===== config.mk =====
export PLATFORM = sky130hd
export DESIGN_NAME = usb_fs_rx_phy
export DESIGN_NICKNAME = d
export VERILOG_FILES = /design/src/rtl/usb_fs_rx_phy_pkg.sv /design/src/rtl/usb_fs_rx_phy_input_sync.sv /design/src/rtl/usb_fs_rx_phy.sv
export SDC_FILE = /design/constraint.sdc
export NUM_CORES = 1
export LEC_CHECK = 0
export BUFFER_PORTS_ARGS = -buffer_cell sky130_fd_sc_hd__buf_2
export CORE_ASPECT_RATIO = 1.75
export CORE_UTILIZATION = 47
export DETAILED_ROUTE_END_ITERATION = 8
export GPL_ROUTABILITY_DRIVEN = 0
export GPL_TIMING_DRIVEN = 0
export PLACE_DENSITY = 0.63
export SYNTH_ARGS = -nofsm -noshare
export SYNTH_HDL_FRONTEND = slang
export SYNTH_SLANG_ARGS = --single-unit

===== constraint.sdc =====
create_clock -name clock48 -period 6.8 [get_ports clock48]
set_clock_uncertainty 0.15 [all_clocks]
set_input_delay 0.68 -clock clock48 [delete_from_list [all_inputs] [get_ports clock48]]
set_output_delay 0.68 -clock clock48 [all_outputs]
set_load 0.05 [all_outputs]

===== src/rtl/usb_fs_rx_phy_pkg.sv =====
// Shared line encodings, sync pattern, PID values and receiver state type
// for the full-speed USB receive front end and its bench.
package usb_fs_rx_phy_pkg;

  localparam logic [1:0] LINE_J   = 2'b10;
  localparam logic [1:0] LINE_K   = 2'b01;
  localparam logic [1:0] LINE_SE0 = 2'b00;

  // Decoded sync bits packed first-bit-in-[0]: seven zeros then a one.
  localparam logic [7:0] SYNC_PATTERN = 8'h80;

  localparam logic [7:0] PID_OUT   = 8'hE1;
  localparam logic [7:0] PID_IN    = 8'h69;
  localparam logic [7:0] PID_SETUP = 8'h2D;
  localparam logic [7:0] PID_DATA0 = 8'hC3;
  localparam logic [7:0] PID_DATA1 = 8'h4B;
  localparam logic [7:0] PID_ACK   = 8'hD2;
  localparam logic [7:0] PID_NAK   = 8'h5A;

  typedef enum logic [1:0] {
    ST_IDLE,
    ST_SYNC,
    ST_DATA,
    ST_WAIT_EOP
  } rx_state_e;

endpackage


===== src/rtl/usb_fs_rx_phy_input_sync.sv =====
// Two-flop synchronizer for the raw D+/D- pins plus a strobe marking every
// change of the synchronized D+ level.
module usb_input_sync (
  input  logic clock48,
  input  logic reset_n,
  input  logic usb_dp,
  input  logic usb_dn,
  output logic dp_sync,
  output logic dn_sync,
  output logic dp_edge
);

  logic dp_p0, dp_p1, dp_p2;
  logic dn_p0, dn_p1;

  // Reset to the idle J level so no spurious edge appears on release.
  always_ff @(posedge clock48 or negedge reset_n) begin
    if (!reset_n) begin
      dp_p0 <= 1'b1;
      dp_p1 <= 1'b1;
      dp_p2 <= 1'b1;
      dn_p0 <= 1'b0;
      dn_p1 <= 1'b0;
    end else begin
      dp_p0 <= usb_dp;
      dp_p1 <= dp_p0;
      dp_p2 <= dp_p1;
      dn_p0 <= usb_dn;
      dn_p1 <= dn_p0;
    end
  end

  assign dp_sync = dp_p1;
  assign dn_sync = dn_p1;
  assign dp_edge = dp_p1 ^ dp_p2;

endmodule


===== src/rtl/usb_fs_rx_phy.sv =====
// Full-speed USB receive PHY: 4x oversampled clock recovery, sync detect,
// NRZI decode, bit unstuffing, byte assembly, EOP and bus-reset detection.
module usb_fs_rx_phy #(
  parameter int CLOCKS_PER_BIT   = 4,
  parameter int SAMPLE_PHASE     = 2,
  parameter int RESET_SE0_CYCLES = 120
) (
  input  logic       clock48,
  input  logic       reset_n,
  input  logic       usb_dp,
  input  logic       usb_dn,
  output logic       rx_active,
  output logic [7:0] rx_data,
  output logic       rx_valid,
  output logic       rx_eop,
  output logic       rx_error,
  output logic [1:0] line_state,
  output logic       bus_reset
);
  import usb_fs_rx_phy_pkg::*;

  localparam int PH_W  = (CLOCKS_PER_BIT > 1) ? $clog2(CLOCKS_PER_BIT) : 1;
  localparam int SE0_W = $clog2(RESET_SE0_CYCLES + 1);

  logic dp_s, dn_s, dp_edge;

  usb_input_sync u_input_sync (
    .clock48 (clock48),
    .reset_n (reset_n),
    .usb_dp  (usb_dp),
    .usb_dn  (usb_dn),
    .dp_sync (dp_s),
    .dn_sync (dn_s),
    .dp_edge (dp_edge)
  );

  assign line_state = {dp_s, dn_s};

  logic is_se0, is_j, is_k;
  assign is_se0 = (line_state == LINE_SE0);
  assign is_j   = (line_state == LINE_J);
  assign is_k   = (line_state == LINE_K);

  // Bit clock recovery: the cycle an edge is seen counts as phase 0.
  logic [PH_W-1:0] phase_q, phase_cur;
  logic            sample;
  assign phase_cur = dp_edge ? '0 : phase_q;
  assign sample    = (phase_cur == PH_W'(SAMPLE_PHASE));

  always_ff @(posedge clock48 or negedge reset_n) begin
    if (!reset_n)
      phase_q <= '0;
    else if (phase_cur == PH_W'(CLOCKS_PER_BIT - 1))
      phase_q <= '0;
    else
      phase_q <= phase_cur + 1'b1;
  end

  // SE0 duration counter runs regardless of packet state.
  logic [SE0_W-1:0] se0_cnt_q;
  logic             bus_reset_q;

  always_ff @(posedge clock48 or negedge reset_n) begin
    if (!reset_n) begin
      se0_cnt_q   <= '0;
      bus_reset_q <= 1'b0;
    end else begin
      if (!is_se0)
        se0_cnt_q <= '0;
      else if (se0_cnt_q != SE0_W'(RESET_SE0_CYCLES))
        se0_cnt_q <= se0_cnt_q + 1'b1;
      bus_reset_q <= is_se0 && (se0_cnt_q >= SE0_W'(RESET_SE0_CYCLES - 1));
    end
  end

  rx_state_e  state_q, state_d;
  logic [2:0] bit_cnt_q, bit_cnt_d;
  logic [2:0] ones_q, ones_d;
  logic [7:0] shift_q, shift_d, shift_in;
  logic       prev_dp_q, prev_dp_d;
  logic       se0_seen_q, se0_seen_d;
  logic [7:0] rx_data_q, rx_data_d;
  logic       rx_active_q, rx_active_d;
  logic       rx_valid_q, rx_valid_d;
  logic       rx_eop_q, rx_eop_d;
  logic       rx_error_q, rx_error_d;
  logic       dec_bit;

  assign dec_bit  = (dp_s == prev_dp_q);
  assign shift_in = {dec_bit, shift_q[7:1]};

  always_ff @(posedge clock48 or negedge reset_n) begin
    if (!reset_n) begin
      state_q     <= ST_IDLE;
      bit_cnt_q   <= '0;
      ones_q      <= '0;
      shift_q     <= '0;
      prev_dp_q   <= 1'b1;
      se0_seen_q  <= 1'b0;
      rx_data_q   <= 8'h00;
      rx_active_q <= 1'b0;
      rx_valid_q  <= 1'b0;
      rx_eop_q    <= 1'b0;
      rx_error_q  <= 1'b0;
    end else begin
      state_q     <= state_d;
      bit_cnt_q   <= bit_cnt_d;
      ones_q      <= ones_d;
      shift_q     <= shift_d;
      prev_dp_q   <= prev_dp_d;
      se0_seen_q  <= se0_seen_d;
      rx_data_q   <= rx_data_d;
      rx_active_q <= rx_active_d;
      rx_valid_q  <= rx_valid_d;
      rx_eop_q    <= rx_eop_d;
      rx_error_q  <= rx_error_d;
    end
  end

  always_comb begin
    state_d     = state_q;
    bit_cnt_d   = bit_cnt_q;
    ones_d      = ones_q;
    shift_d     = shift_q;
    prev_dp_d   = prev_dp_q;
    se0_seen_d  = se0_seen_q;
    rx_data_d   = rx_data_q;
    rx_active_d = rx_active_q & ~rx_eop_q;
    rx_valid_d  = 1'b0;
    rx_eop_d    = 1'b0;
    rx_error_d  = 1'b0;
    case (state_q)
      ST_IDLE: begin
        if (dp_edge && is_k) begin
          state_d   = ST_SYNC;
          shift_d   = '0;
          bit_cnt_d = '0;
          prev_dp_d = 1'b1;
        end
      end
      ST_SYNC: begin
        if (sample) begin
          if (is_se0) begin
            state_d = ST_IDLE;
          end else begin
            shift_d   = shift_in;
            prev_dp_d = dp_s;
            bit_cnt_d = bit_cnt_q + 1'b1;
            if (bit_cnt_q == 3'd7) begin
              if (shift_in == SYNC_PATTERN) begin
                state_d     = ST_DATA;
                rx_active_d = 1'b1;
                ones_d      = 3'd1;
                bit_cnt_d   = '0;
              end else begin
                state_d    = ST_WAIT_EOP;
                se0_seen_d = 1'b0;
              end
            end
          end
        end
      end
      ST_DATA: begin
        if (sample) begin
          if (is_se0) begin
            rx_eop_d   = 1'b1;
            rx_error_d = (bit_cnt_q != 3'd0);
            state_d    = ST_WAIT_EOP;
            se0_seen_d = 1'b1;
          end else begin
            prev_dp_d = dp_s;
            // After six ones the next bit must be a stuffed zero.
            if (ones_q == 3'd6) begin
              if (!dec_bit) begin
                ones_d = '0;
              end else begin
                rx_error_d  = 1'b1;
                rx_active_d = 1'b0;
                state_d     = ST_WAIT_EOP;
                se0_seen_d  = 1'b0;
              end
            end else begin
              shift_d   = shift_in;
              ones_d    = dec_bit ? ones_q + 1'b1 : 3'd0;
              bit_cnt_d = bit_cnt_q + 1'b1;
              if (bit_cnt_q == 3'd7) begin
                rx_valid_d = 1'b1;
                rx_data_d  = shift_in;
              end
            end
          end
        end
      end
      ST_WAIT_EOP: begin
        if (sample) begin
          if (is_se0)
            se0_seen_d = 1'b1;
          else if (is_j && se0_seen_q)
            state_d = ST_IDLE;
        end
      end
      default: state_d = ST_IDLE;
    endcase
    if (bus_reset_q) begin
      state_d     = ST_IDLE;
      rx_active_d = 1'b0;
      rx_valid_d  = 1'b0;
      rx_eop_d    = 1'b0;
      rx_error_d  = 1'b0;
    end
  end

  assign rx_active = rx_active_q;
  assign rx_data   = rx_data_q;
  assign rx_valid  = rx_valid_q;
  assign rx_eop    = rx_eop_q;
  assign rx_error  = rx_error_q;
  assign bus_reset = bus_reset_q;

endmodule


==> results of run 1 <==
cell type report:
cell class / instances / area (um^2)
Buffer: 11 / 61.3
Multi-Input combinational cell: 156 / 1060
Tap cell: 52 / 65.1
Timing Repair Buffer: 18 / 90.1
Fill cell: 448 / 2140
Sequential cell: 44 / 1110
Inverter: 11 / 41.3
Clock buffer: 6 / 72.6
Clock inverter: 2 / 35.0
layer usage:
layer	up-vias	GRT usage	wire [um]
met5	-	0	0
met4	0	0.0983	144
met3	12	0.0340	93
met2	26	0.316	2300
met1	802	0.237	1780
li1	825	-	-
logic make-up after synthesis:
group / share of synthesized area
buffers and inverters: 0.0453
muxes: 0.0442
adders and majority gates: 0.0718
DFF: 0.488
and+or+nand+nor: 0.177
AOI/OAI and AO/OA: 0.143
xor gates and xnor gates: 0.0304
power by group through the flow:
stage	Sequential, mW	Combinational (mW)	Clock, mW
floorplan	0.327	0.228	0
global placement	0.336	0.296	0
detailed placement	0.337	0.300	0
CTS	0.331	0.302	0.204
global route	0.336	0.337	0.213
finish	0.331	0.298	0.193
cell usage in the layout, fill, tap and decap left out, types with 3 or more instances in the layout:
cell type / n
sky130_fd_sc_hd__o21ai_2: 3
sky130_fd_sc_hd__xnor2_1: 3
sky130_fd_sc_hd__clkbuf_1: 5
sky130_fd_sc_hd__dfrtp_1: 40
sky130_fd_sc_hd__inv_1: 11
sky130_fd_sc_hd__o21ai_0: 18
sky130_fd_sc_hd__o31ai_1: 3
sky130_fd_sc_hd__nand3_1: 7
sky130_fd_sc_hd__or3_1: 3
sky130_fd_sc_hd__ha_1: 13
sky130_fd_sc_hd__nand3b_1: 3
sky130_fd_sc_hd__nor2_1: 12
sky130_fd_sc_hd__xor2_1: 3
sky130_fd_sc_hd__nor3_1: 8
sky130_fd_sc_hd__mux2_2: 8
sky130_fd_sc_hd__clkbuf_8: 5
sky130_fd_sc_hd__a21oi_1: 9
sky130_fd_sc_hd__nand2_1: 27
sky130_fd_sc_hd__nor4_1: 3
sky130_fd_sc_hd__dfstp_2: 4
sky130_fd_sc_hd__buf_2: 22
registers in the layout, summed over array words and instances (netlist names), 2 cells and up:
register / flops
bit_cnt_q: 3
phase_q: 2
state_q: 2
ones_q: 3
shift_q: 7
se0_cnt_q: 7
rx_data: 8
per-stage QoR:
stage / power (mW) / instances / hold slack [ns] / setup WS (ns) / util
after CTS: 0.837 / 300 / 0.204 / 4.17 / 0.542
after detailed placement: 0.637 / 292 / 0.185 / 4.19 / 0.519
after global routing: 0.886 / 300 / 0.219 / 4.02 / 0.542
after global placement: 0.632 / 292 / 0.182 / 4.19 / 0.519
after floorplan: 0.555 / 222 / 0.181 / 4.46 / -
final: 0.823 / 300 / 0.202 / 4.20 / 0.542
worst max-delay path by stage:
stage | start | to | slack [ns] | depth (start not counted)
2_1_floorplan | u_input_sync.dp_sync | rx_data[0] | 4.46 | 7
3_3_place_gp | u_input_sync.dp_sync | rx_data[3] | 4.19 | 7
3_5_place_dp | u_input_sync.dp_sync | rx_data[7] | 4.19 | 7
4_1_cts | u_input_sync.dp_sync | rx_data[0] | 4.17 | 7
5_1_grt | u_input_sync.dp_sync | rx_data[7] | 4.02 | 7
6_report | u_input_sync.dp_sync | rx_data[0] | 4.20 | 7
critical path: stages (launching register included):
cell and delay (ns):
sky130_fd_sc_hd__dfstp_2 0.56, sky130_fd_sc_hd__buf_6 0.15, sky130_fd_sc_hd__xnor2_1 0.16, sky130_fd_sc_hd__and2_1 0.16
sky130_fd_sc_hd__ha_1 0.32, sky130_fd_sc_hd__o21ai_2 0.20, sky130_fd_sc_hd__nor3_4 0.40, sky130_fd_sc_hd__mux2_2 0.39
==> tab_implementation.tex, run 1 <==
\begin{tabular}{lr}
\hline
Metric & Value \\
\hline
\multicolumn{2}{l}{\textbf{Critical path}} \\
\quad Setup crit end kind & flip-flop \\
\quad Worst r2r dst & rx\_data[0] \\
\quad Critical path required time & 6.82 ns \\
\quad Kind of start point of the critical path & flip-flop \\
\quad Worst Reg2Reg Path Length in Cells & 7 \\
\quad Worst-case register-to-register setup slack & $\sim$4.2 ns \\
\quad Critical Path Fanout Max & 10 \\
\quad Critical Setup Path Class & reg2reg \\
\quad Worst reg2reg path startpoint & u\_input\_sync.dp\_sync \\
\quad Arrival @ worst endpoint & 2.63 ns \\
\multicolumn{2}{l}{\textbf{Clock network}} \\
\quad CTS tree & done \\
\quad Hold Buf Count CTS & 0 \\
\quad CTS H-tree depth & 2 \\
\quad Maximum buffer depth of the clock tree & 2 \\
\quad Clock root buffer master & sky130\_fd\_sc\_hd\_\_clkbuf\_8 \\
\quad Number of buffers added by the clock tree synthesis step & 5 \\
\quad Setup repair bufs after CTS & 0 \\
\quad Clock sinks & 44 \\
\quad Clock latency reported for the late side of the worst-skew pair & approximately 0.28 ns \\
\quad Clock edge transition at the registers on the reported setup and hold paths & approximately 0.080 ns \\
\quad \# resized after CTS & 0 \\
\multicolumn{2}{l}{\textbf{Final layout}} \\
\quad Final-stage net count & 264 \\
\quad Ratio of cells with drive above 1 in the final layout & 0.226 \\
\quad Number of diodes & 0 \\
\quad Fin area & 2530 um\^{}2 \\
\quad Layout overhead on the synthesized area & 11.6\% \\
\multicolumn{2}{l}{\textbf{Die}} \\
\quad Number of cell rows & 33 \\
\quad Initial Utilization & 0.485 \\
\quad Die ar. & 5110 um\^{}2 \\
\quad Top-level port count & 19 \\
\quad Core Box Area & $\sim$4700 um\^{}2 \\
\quad Vertical die dimension & 93.8 um \\
\quad Die width & 54.5 um \\
\multicolumn{2}{l}{\textbf{Synth}} \\
\quad Number of flops mapped to enable cells by yosys & 0 \\
\quad Number of instances in the synthesized netlist & approximately 220 \\
\quad Top cell type by total area after synthesis & sky130\_fd\_sc\_hd\_\_dfrtp\_1 \\
\quad Synthesis Warnings & 0 \\
\quad Post-synthesis sequential area ratio & 0.488 \\
\quad Biggest area contributors in the synthesized netlist & sky130\_fd\_sc\_hd\_\_dfrtp\_1 44\%, sky130\_fd\_sc\_hd\_\_ha\_1 7.2\%, sky130\_fd\_sc\_hd\_\_dfstp\_2 4.6\%, sky130\_fd\_sc\_hd\_\_nand2\_1 4.5\%, sky130\_fd\_sc\_hd\_\_o21ai\_0 4.0\% \\
\quad Syn Nets & 239 \\
\quad Commonest cells in the synthesized netlist & 40 x sky130\_fd\_sc\_hd\_\_dfrtp\_1, 27 x sky130\_fd\_sc\_hd\_\_nand2\_1, 18 x sky130\_fd\_sc\_hd\_\_o21ai\_0 \\
\quad Syn Std Cell Area & around 2300 um\^{}2 \\
\quad Count of distinct cell types in the synthesized netlist & 51 \\
\quad Fraction of registers with async set/reset & 1.00 \\
\quad Total of flip-flops plus latches after synthesis & 44 \\
\quad Portion of synthesized cell area occupied by the leading cell type & 0.442 \\
\quad Synthesized area per cell & around 10 um\^{}2 \\
\quad Primary FF master, synth & sky130\_fd\_sc\_hd\_\_dfrtp\_1 \\
\quad Most numerous cell in the Yosys netlist & sky130\_fd\_sc\_hd\_\_dfrtp\_1 \\
\multicolumn{2}{l}{\textbf{Placement}} \\
\quad IO buf count & 18 \\
\quad Half-perimeter wire length after placement & 3170 um \\
\quad Post-detailed-placement cell area & 2420 um\^{}2 \\
\multicolumn{2}{l}{\textbf{Timing}} \\
\quad Slew at the pin closest to its max-slew limit & 0.946 ns \\
\quad Achievable frequency & 384 MHz \\
\quad Final Setup Violations & 0 \\
\quad Final period util & 0.383 \\
\quad RSZ-0062 raised after global routing & no \\
\quad Final critical path time including I/O delays and setup & 2.60 ns \\
\quad Final number of hold-violating endpoints & 0 \\
\quad Total Neg Setup Slack & 0 ns \\
\quad Max-Slew Margin vs Limit & 0.369 \\
\quad Max Transition Viols Final & 0 \\
\multicolumn{2}{l}{\textbf{Pwr}} \\
\quad Share of total power consumed by net switching & 0.371 \\
\quad Portion of total power attributed to the clock network & 0.235 \\
\quad Combinational fraction of design power & 0.362 \\
\quad Switching power total & 0.305 mW \\
\quad Share of power burned in registers & 0.403 \\
\quad Pwr Density & roughly 330 nW/um\^{}2 \\
\quad Static leakage & 1.15 nW \\
\quad Max IR drop VDD & around 0.00020 V \\
\quad Internal power consumption & roughly 0.52 mW \\
\multicolumn{2}{l}{\textbf{Routing}} \\
\quad Detailed-route DRC error count & 0 \\
\quad Total via count in the routed design & $\sim$1,700 \\
\quad Vias per cell & roughly 5.6 \\
\quad Total Routed Length & 4320 um \\
\quad Number of violations reported at the end of detailed-routing iteration 0 & 34 \\
\quad Drt first pass iters & 4 \\
\quad Final routed wire length divided by cell count & $\sim$14 um \\
\quad Remaining number of nets flagged by the antenna check after routing & 0 \\
\multicolumn{2}{l}{\textbf{Hold path}} \\
\quad Hold\_sp & u\_input\_sync.dn\_p0 \\
\quad Number of instances on the worst hold path & 0 \\
\quad Worst Hold Class & reg2reg \\
\quad Terminating pin of the worst hold path & u\_input\_sync.dn\_sync \\
\multicolumn{2}{l}{\textbf{GRT}} \\
\quad Initial antenna violation count & 0 \\
\quad Remaining Overflow, GRT & 0 \\
\quad Maximum number of pins on one net before global-route repair & 45 \\
\quad First-pass GRT wire length & 7200 um \\
\quad Number of global-route vias before repair & $\sim$1,600 \\
\quad Global-route usage over all layers & 0.195 \\
\multicolumn{2}{l}{\textbf{Job}} \\
\quad Number of max-cap violations & 0 \\
\multicolumn{2}{l}{\textbf{Run status}} \\
\quad Run status & finished, final reports clean \\
\hline
\end{tabular}
Note: power is estimated with default switching activity, not from simulation.
==> inputs of run 2 (changes only) <==
PLACE_DENSITY = 0.66   (was 0.63)
clock period = 2.3 ns   (was 6.8 ns; I/O delays follow)
==> tab_implementation.tex, run 2 (synthesis results as in run 1) <==
\begin{tabular}{lr}
\hline
Metric & Value \\
\hline
\multicolumn{2}{l}{\textbf{Run status}} \\
\quad Run status & finished, final reports clean \\
\multicolumn{2}{l}{\textbf{Timing}} \\
\quad Total Neg Setup Slack & 0 ns \\
\quad Max Transition Viols Final & 0 \\
\quad Setup WS post-layout & 0.0516 ns \\
\quad Final period util & 0.978 \\
\quad Final Setup Violations & 0 \\
\quad Slew at the pin closest to its max-slew limit & 0.951 ns \\
\quad Final critical path time including I/O delays and setup & 2.25 ns \\
\quad Max-Slew Margin vs Limit & 0.366 \\
\quad Hold\_ws & a little over 0.2 ns \\
\quad Achievable frequency & 445 MHz \\
\quad RSZ-0062 raised after global routing & yes \\
\quad Final number of hold-violating endpoints & 0 \\
\multicolumn{2}{l}{\textbf{Die}} \\
\quad Number of cell rows & 33 \\
\quad Top-level port count & 19 \\
\quad Die width & between 50 and 60 um \\
\quad Core Box Area & between 4000 and 5000 um\^{}2 \\
\quad Initial Utilization & 0.485 \\
\quad Vertical die dimension & 93.8 um \\
\quad Die ar. & 5110 um\^{}2 \\
\multicolumn{2}{l}{\textbf{Final layout}} \\
\quad Fin area & 2700 um\^{}2 \\
\quad Ratio of cells with drive above 1 in the final layout & 0.268 \\
\quad Most frequent standard cell in the layout excluding fill and tap cells & sky130\_fd\_sc\_hd\_\_dfrtp\_1 \\
\quad Commonest non-fill, non-tap cells in the layout & 40 x sky130\_fd\_sc\_hd\_\_dfrtp\_1, 26 x sky130\_fd\_sc\_hd\_\_nand2\_1, 21 x sky130\_fd\_sc\_hd\_\_buf\_2, 13 x sky130\_fd\_sc\_hd\_\_o21ai\_0 \\
\quad Number of diodes & 0 \\
\quad Layout overhead on the synthesized area & 19.1\% \\
\quad Final std cells w/o fill & 306 \\
\quad Final-stage net count & 270 \\
\quad Flip-flop count of the largest register, all copies and words added & 8 \\
\quad Final core area utilization & 0.578 \\
\multicolumn{2}{l}{\textbf{Clock network}} \\
\quad Clock latency reported for the late side of the worst-skew pair & 0.30 ns \\
\quad Clock edge transition at the registers on the reported setup and hold paths & 0.08 ns \\
\quad CTS H-tree depth & 2 \\
\quad Clock root buffer master & sky130\_fd\_sc\_hd\_\_clkbuf\_8 \\
\quad Maximum buffer depth of the clock tree & 2 \\
\quad Clock sinks & 44 \\
\quad CTS tree & done \\
\quad Number of buffers added by the clock tree synthesis step & 5 \\
\multicolumn{2}{l}{\textbf{Job}} \\
\quad Number of max-cap violations & 0 \\
\multicolumn{2}{l}{\textbf{Placement}} \\
\quad IO buf count & 18 \\
\quad Half-perimeter wire length after placement & 3180 um \\
\quad Number of cells in the design after placement & 292 \\
\quad Post-detailed-placement cell area & 2420 um\^{}2 \\
\quad Placement Setup Slack & -0.266 ns \\
\multicolumn{2}{l}{\textbf{Critical path}} \\
\quad Critical Setup Path Class & reg2reg \\
\quad Critical Path Fanout Max & 8 \\
\quad Worst Reg2Reg Path Length in Cells & 9 \\
\quad Kind of start point of the critical path & flip-flop \\
\quad Arrival @ worst endpoint & 2.28 ns \\
\quad Critical path required time & 2.34 ns \\
\quad Setup crit end kind & flip-flop \\
\multicolumn{2}{l}{\textbf{GRT}} \\
\quad Maximum number of pins on one net before global-route repair & 45 \\
\quad Remaining Overflow, GRT & 0 \\
\quad Number of global-route vias before repair & about 1,700 \\
\quad Global-route usage over all layers & 0.210 \\
\quad First-pass GRT wire length & $\sim$7700 um \\
\quad Initial antenna violation count & 0 \\
\multicolumn{2}{l}{\textbf{Routing}} \\
\quad Total via count in the routed design & 1,730 \\
\quad Drt first pass iters & 4 \\
\quad Remaining number of nets flagged by the antenna check after routing & 0 \\
\quad Final routed wire length divided by cell count & 15.0 um \\
\quad Number of violations reported at the end of detailed-routing iteration 0 & 34 \\
\quad Vias per cell & between 5 and 6 \\
\quad Detailed-route DRC error count & 0 \\
\quad Total Routed Length & 4580 um \\
\multicolumn{2}{l}{\textbf{Pwr}} \\
\quad Pwr Density & 922 nW/um\^{}2 \\
\quad Overall power consumption & 2.49 mW \\
\quad Static leakage & around 1.2 nW \\
\quad Max IR drop VDD & 0.000664 V \\
\multicolumn{2}{l}{\textbf{Hold path}} \\
\quad Worst Hold Class & reg2reg \\
\quad Number of instances on the worst hold path & 0 \\
\hline
\end{tabular}
run 2: cell count changes in the layout (fill, tap and decap cells not counted), sizes merged:
cell,delta
buf,+3
dlygate4sd3,+3
clkinvlp,+2
bufinv,-1
clkinv,-1
run 2: power breakdown:
group / internal [mW] / switching, mW / total, mW / leakage (nW)
logic: 0.379 / 0.612 / 0.992 / 0.567
clock network: 0.243 / 0.268 / 0.511 / 0.0434
registers: 0.879 / 0.105 / 0.985 / 0.579
total: 1.50 / 0.985 / 2.49 / 1.19
run 2: layout make-up:
type,instances,area (um^2)
inverters,11,41.3
repair buffers,24,153
fillers,411,1970
multi-input cells,156,1160
clock buffers,6,82.6
clock inverters,2,15.0
well taps,52,65.1
plain buffers,11,70.1
flip-flops and latches,44,1110
run 2: per-layer routing:
layer / GRT usage / vias up / wire length (um)
met5: 0 / - / 0
met4: 0.132 / 0 / 196
met3: 0.0372 / 17 / 97
met2: 0.351 / 27 / 2400
met1: 0.233 / 855 / 1890
li1: - / 831 / -
run 2: worst paths after layout:
check                           slack (ns)              endpoint            startpoint
worst max-delay path                  0.05             rx_active  u_input_sync.dp_sync
worst min-delay path                  0.20  u_input_sync.dn_sync    u_input_sync.dn_p0
worst max register to register        0.05             rx_active  u_input_sync.dp_sync
worst min register to register        0.20  u_input_sync.dn_sync    u_input_sync.dn_p0
max in group asynchronous             0.95          bit_cnt_q[1]               reset_n
min in group asynchronous             0.46             rx_active               reset_n
run 2: worst max-delay path, cell delays in order (launching register included):
cell                       delay (ns)
sky130_fd_sc_hd__dfstp_2         0.57
sky130_fd_sc_hd__buf_8           0.12
sky130_fd_sc_hd__xnor2_4         0.12
sky130_fd_sc_hd__and2_4          0.17
sky130_fd_sc_hd__ha_4            0.19
sky130_fd_sc_hd__o21ai_4         0.12
sky130_fd_sc_hd__o31ai_1         0.30
sky130_fd_sc_hd__nand3b_1        0.12
sky130_fd_sc_hd__a32oi_1         0.22
sky130_fd_sc_hd__nor2_1          0.06
run 2: what timing repair did:
| action | in CTS | in global routing |
|---|---|---|
| pin swaps | 3 | 7 |
| endpoints found under the hold margin | 42 | 0 |
| gates cloned | 1 | 0 |
| buffers inserted | 2 | 0 |
| endpoints found under the setup margin | 22 | 21 |
| hold buffers | 3 | 0 |
| resized for setup | 9 | 21 |
==> inputs of run 3 (changes only) <==
CELL_PAD_IN_SITES_DETAIL_PLACEMENT = 2   (was not set)
CELL_PAD_IN_SITES_GLOBAL_PLACEMENT = 2   (was not set)
CORE_UTILIZATION = 34   (was 47)
PLACE_DENSITY = 0.72   (was 0.66)
==> tab_implementation.tex, run 3 (synthesis results as in run 1) <==
\begin{tabular}{lr}
\hline
Metric & Value \\
\hline
\multicolumn{2}{l}{\textbf{Pwr}} \\
\quad Internal power consumption & 1.74 mW \\
\quad Portion of total power attributed to the clock network & 0.238 \\
\quad Static leakage & 1.25 nW \\
\quad Max IR drop VDD & 0.000533 V \\
\quad Switching power total & about 1.1 mW \\
\quad Combinational fraction of design power & 0.412 \\
\quad Pwr Density & 1010 nW/um\^{}2 \\
\quad Overall power consumption & 2.84 mW \\
\quad Share of total power consumed by net switching & 0.387 \\
\quad Share of power burned in registers & 0.350 \\
\multicolumn{2}{l}{\textbf{Timing}} \\
\quad Max-Slew Margin vs Limit & 0.322 \\
\quad Final period util & 0.972 \\
\quad Final number of hold-violating endpoints & 40 \\
\quad Hold\_ws & -0.0320 ns \\
\quad RSZ-0062 raised after global routing & yes \\
\quad Final critical path time including I/O delays and setup & 2.24 ns \\
\quad Slew at the pin closest to its max-slew limit & a little over 1 ns \\
\quad Max Transition Viols Final & 0 \\
\quad Achievable frequency & 447 MHz \\
\quad Final Setup Violations & 0 \\
\quad Total Neg Setup Slack & 0 ns \\
\multicolumn{2}{l}{\textbf{Critical path}} \\
\quad Critical path required time & 2.36 ns \\
\quad Arrival @ worst endpoint & about 2.3 ns \\
\quad Worst-case register-to-register setup slack & 0.06 ns \\
\quad Cell family contributing the most delay on the critical path & simple AND/OR/NAND/NOR gates \\
\quad Critical path's largest stage delay & 0.59 ns \\
\quad Buffer and inverter count on the worst path & 0 \\
\quad Setup crit end kind & flip-flop \\
\quad Worst reg2reg path startpoint & u\_input\_sync.dp\_sync \\
\quad Critical Path Fanout Max & 5 \\
\quad Critical Setup Path Class & reg2reg \\
\quad Critical Path Slowest Stage Cell & sky130\_fd\_sc\_hd\_\_dfstp\_2 \\
\quad Startpoint of the most critical setup path & u\_input\_sync.dp\_sync \\
\quad Cells traversed along the worst timing path & xnor2\_4 > and2\_4 > ha\_4 > and4b\_2 > o221ai\_4 > or3\_4 > a21oi\_2 \\
\quad Kind of start point of the critical path & flip-flop \\
\multicolumn{2}{l}{\textbf{Routing}} \\
\quad Total via count in the routed design & approximately 1,800 \\
\quad Final routed wire length divided by cell count & around 18 um \\
\quad Vias per cell & 5.37 \\
\quad Detailed-route DRC error count & 0 \\
\quad Total Routed Length & 6190 um \\
\quad Remaining number of nets flagged by the antenna check after routing & 0 \\
\quad Drt first pass iters & 4 \\
\quad Number of violations reported at the end of detailed-routing iteration 0 & 26 \\
\multicolumn{2}{l}{\textbf{Die}} \\
\quad Initial Utilization & 0.349 \\
\quad Top-level port count & 19 \\
\quad Die width & approximately 64 um \\
\quad Core Box Area & 6490 um\^{}2 \\
\quad Die ar. & 7000 um\^{}2 \\
\quad Number of cell rows & 39 \\
\quad Vertical die dimension & roughly 110 um \\
\multicolumn{2}{l}{\textbf{GRT}} \\
\quad Maximum number of pins on one net before global-route repair & 45 \\
\quad Remaining Overflow, GRT & 0 \\
\quad Global-route usage over all layers & 0.193 \\
\quad Number of global-route vias before repair & 2,003 \\
\quad First-pass GRT wire length & 9990 um \\
\quad Initial antenna violation count & 0 \\
\multicolumn{2}{l}{\textbf{Clock network}} \\
\quad CTS H-tree depth & 2 \\
\quad CTS tree & done \\
\quad Number of buffers added by the clock tree synthesis step & 5 \\
\quad Clock edge transition at the registers on the reported setup and hold paths & 0.06 ns \\
\quad Clock sinks & 44 \\
\quad Maximum buffer depth of the clock tree & 2 \\
\quad Clock latency reported for the late side of the worst-skew pair & 0.29 ns \\
\quad Clock root buffer master & sky130\_fd\_sc\_hd\_\_clkbuf\_16 \\
\multicolumn{2}{l}{\textbf{Final layout}} \\
\quad Number of diodes & 0 \\
\quad Final core area utilization & 0.435 \\
\quad Commonest non-fill, non-tap cells in the layout & 40 x sky130\_fd\_sc\_hd\_\_dfrtp\_1, 26 x sky130\_fd\_sc\_hd\_\_nand2\_1, 22 x sky130\_fd\_sc\_hd\_\_buf\_2, 15 x sky130\_fd\_sc\_hd\_\_o21ai\_0, 13 x sky130\_fd\_sc\_hd\_\_buf\_4 \\
\quad Ratio of cells with drive above 1 in the final layout & 0.304 \\
\quad Final-stage net count & 277 \\
\quad Layout overhead on the synthesized area & 24.8\% \\
\quad Flip-flop count of the largest register, all copies and words added & 8 \\
\quad Most frequent standard cell in the layout excluding fill and tap cells & sky130\_fd\_sc\_hd\_\_dfrtp\_1 \\
\multicolumn{2}{l}{\textbf{Job}} \\
\quad Number of max-cap violations & 0 \\
\multicolumn{2}{l}{\textbf{Placement}} \\
\quad Half-perimeter wire length after placement & $\sim$4300 um \\
\quad IO buf count & 18 \\
\multicolumn{2}{l}{\textbf{Hold path}} \\
\quad Worst Hold Class & in2async \\
\multicolumn{2}{l}{\textbf{Run status}} \\
\quad Run status & complete, but fails checks \\
\quad Violated checks & negative hold slack \\
\hline
\end{tabular}
[run 3: final timing paths]
check / cells past startpoint / end
max: 7 / state_q[0]
min: 1 / ones_q[0]
max reg2reg: 7 / state_q[0]
min reg2reg: 0 / u_input_sync.dp_sync
max in group asynchronous: 1 / state_q[1]
min in group clock48: 0 / u_input_sync.dp_sync
[run 3: timing repair]
| item | CTS | global route |
|---|---|---|
| setup buffers | 5 | 6 |
| cloned | 1 | 0 |
| gates resized for setup | 15 | 14 |
| endpoints found under the setup margin | 26 | 20 |
| pin swaps | 4 | 6 |
| hold endpoints to repair | 2 | 0 |
| hold buffers | 2 | 0 |
[run 3: power groups by stage]
stage | Clock, mW | Combinational (mW) | Sequential (mW)
2_1_floorplan | 0 | 0.674 | 0.968
3_3_place_gp | 0 | 0.929 | 0.996
3_5_place_dp | 0 | 0.955 | 1.00
4_1_cts | 0.706 | 1.06 | 0.993
5_1_grt | 0.734 | 1.28 | 1.01
6_report | 0.677 | 1.17 | 0.993
[run 3: area by class of cell]
cell class                 count  area [um^2]
buffer                        10         56.3
tap                           82          103
clock inverter                 1         5.00
sequential                    44         1110
inverter                      11         41.3
timing repair buffer          32          214
multi-input combinational    156         1170
fill                         711         3660
clock buffer                   6          129
[run 3: per-stage QoR]
| step | instances | setup slack [ns] | area, um^2 | hold WS (ns) |
|---|---|---|---|---|
| after detailed placement | 322 | -0.379 | 2460 | 0.190 |
| after CTS | 337 | 0.00241 | 2730 | 0.000276 |
| after floorplan | 222 | 0.00609 | 2260 | -0.216 |
| final | 342 | 0.0646 | 2830 | -0.0320 |
| after global routing | 342 | -0.0141 | 2830 | 0.0516 |
| after global placement | 322 | -0.349 | 2460 | 0.185 |
[run 3: per-layer routing]
layer,part of all wire,track usage,vias to the layer above
met5,0,0,-
met4,0.031,0.109,0
met3,0.015,0.0249,12
met2,0.58,0.368,20
met1,0.38,0.200,962
li1,-,-,843
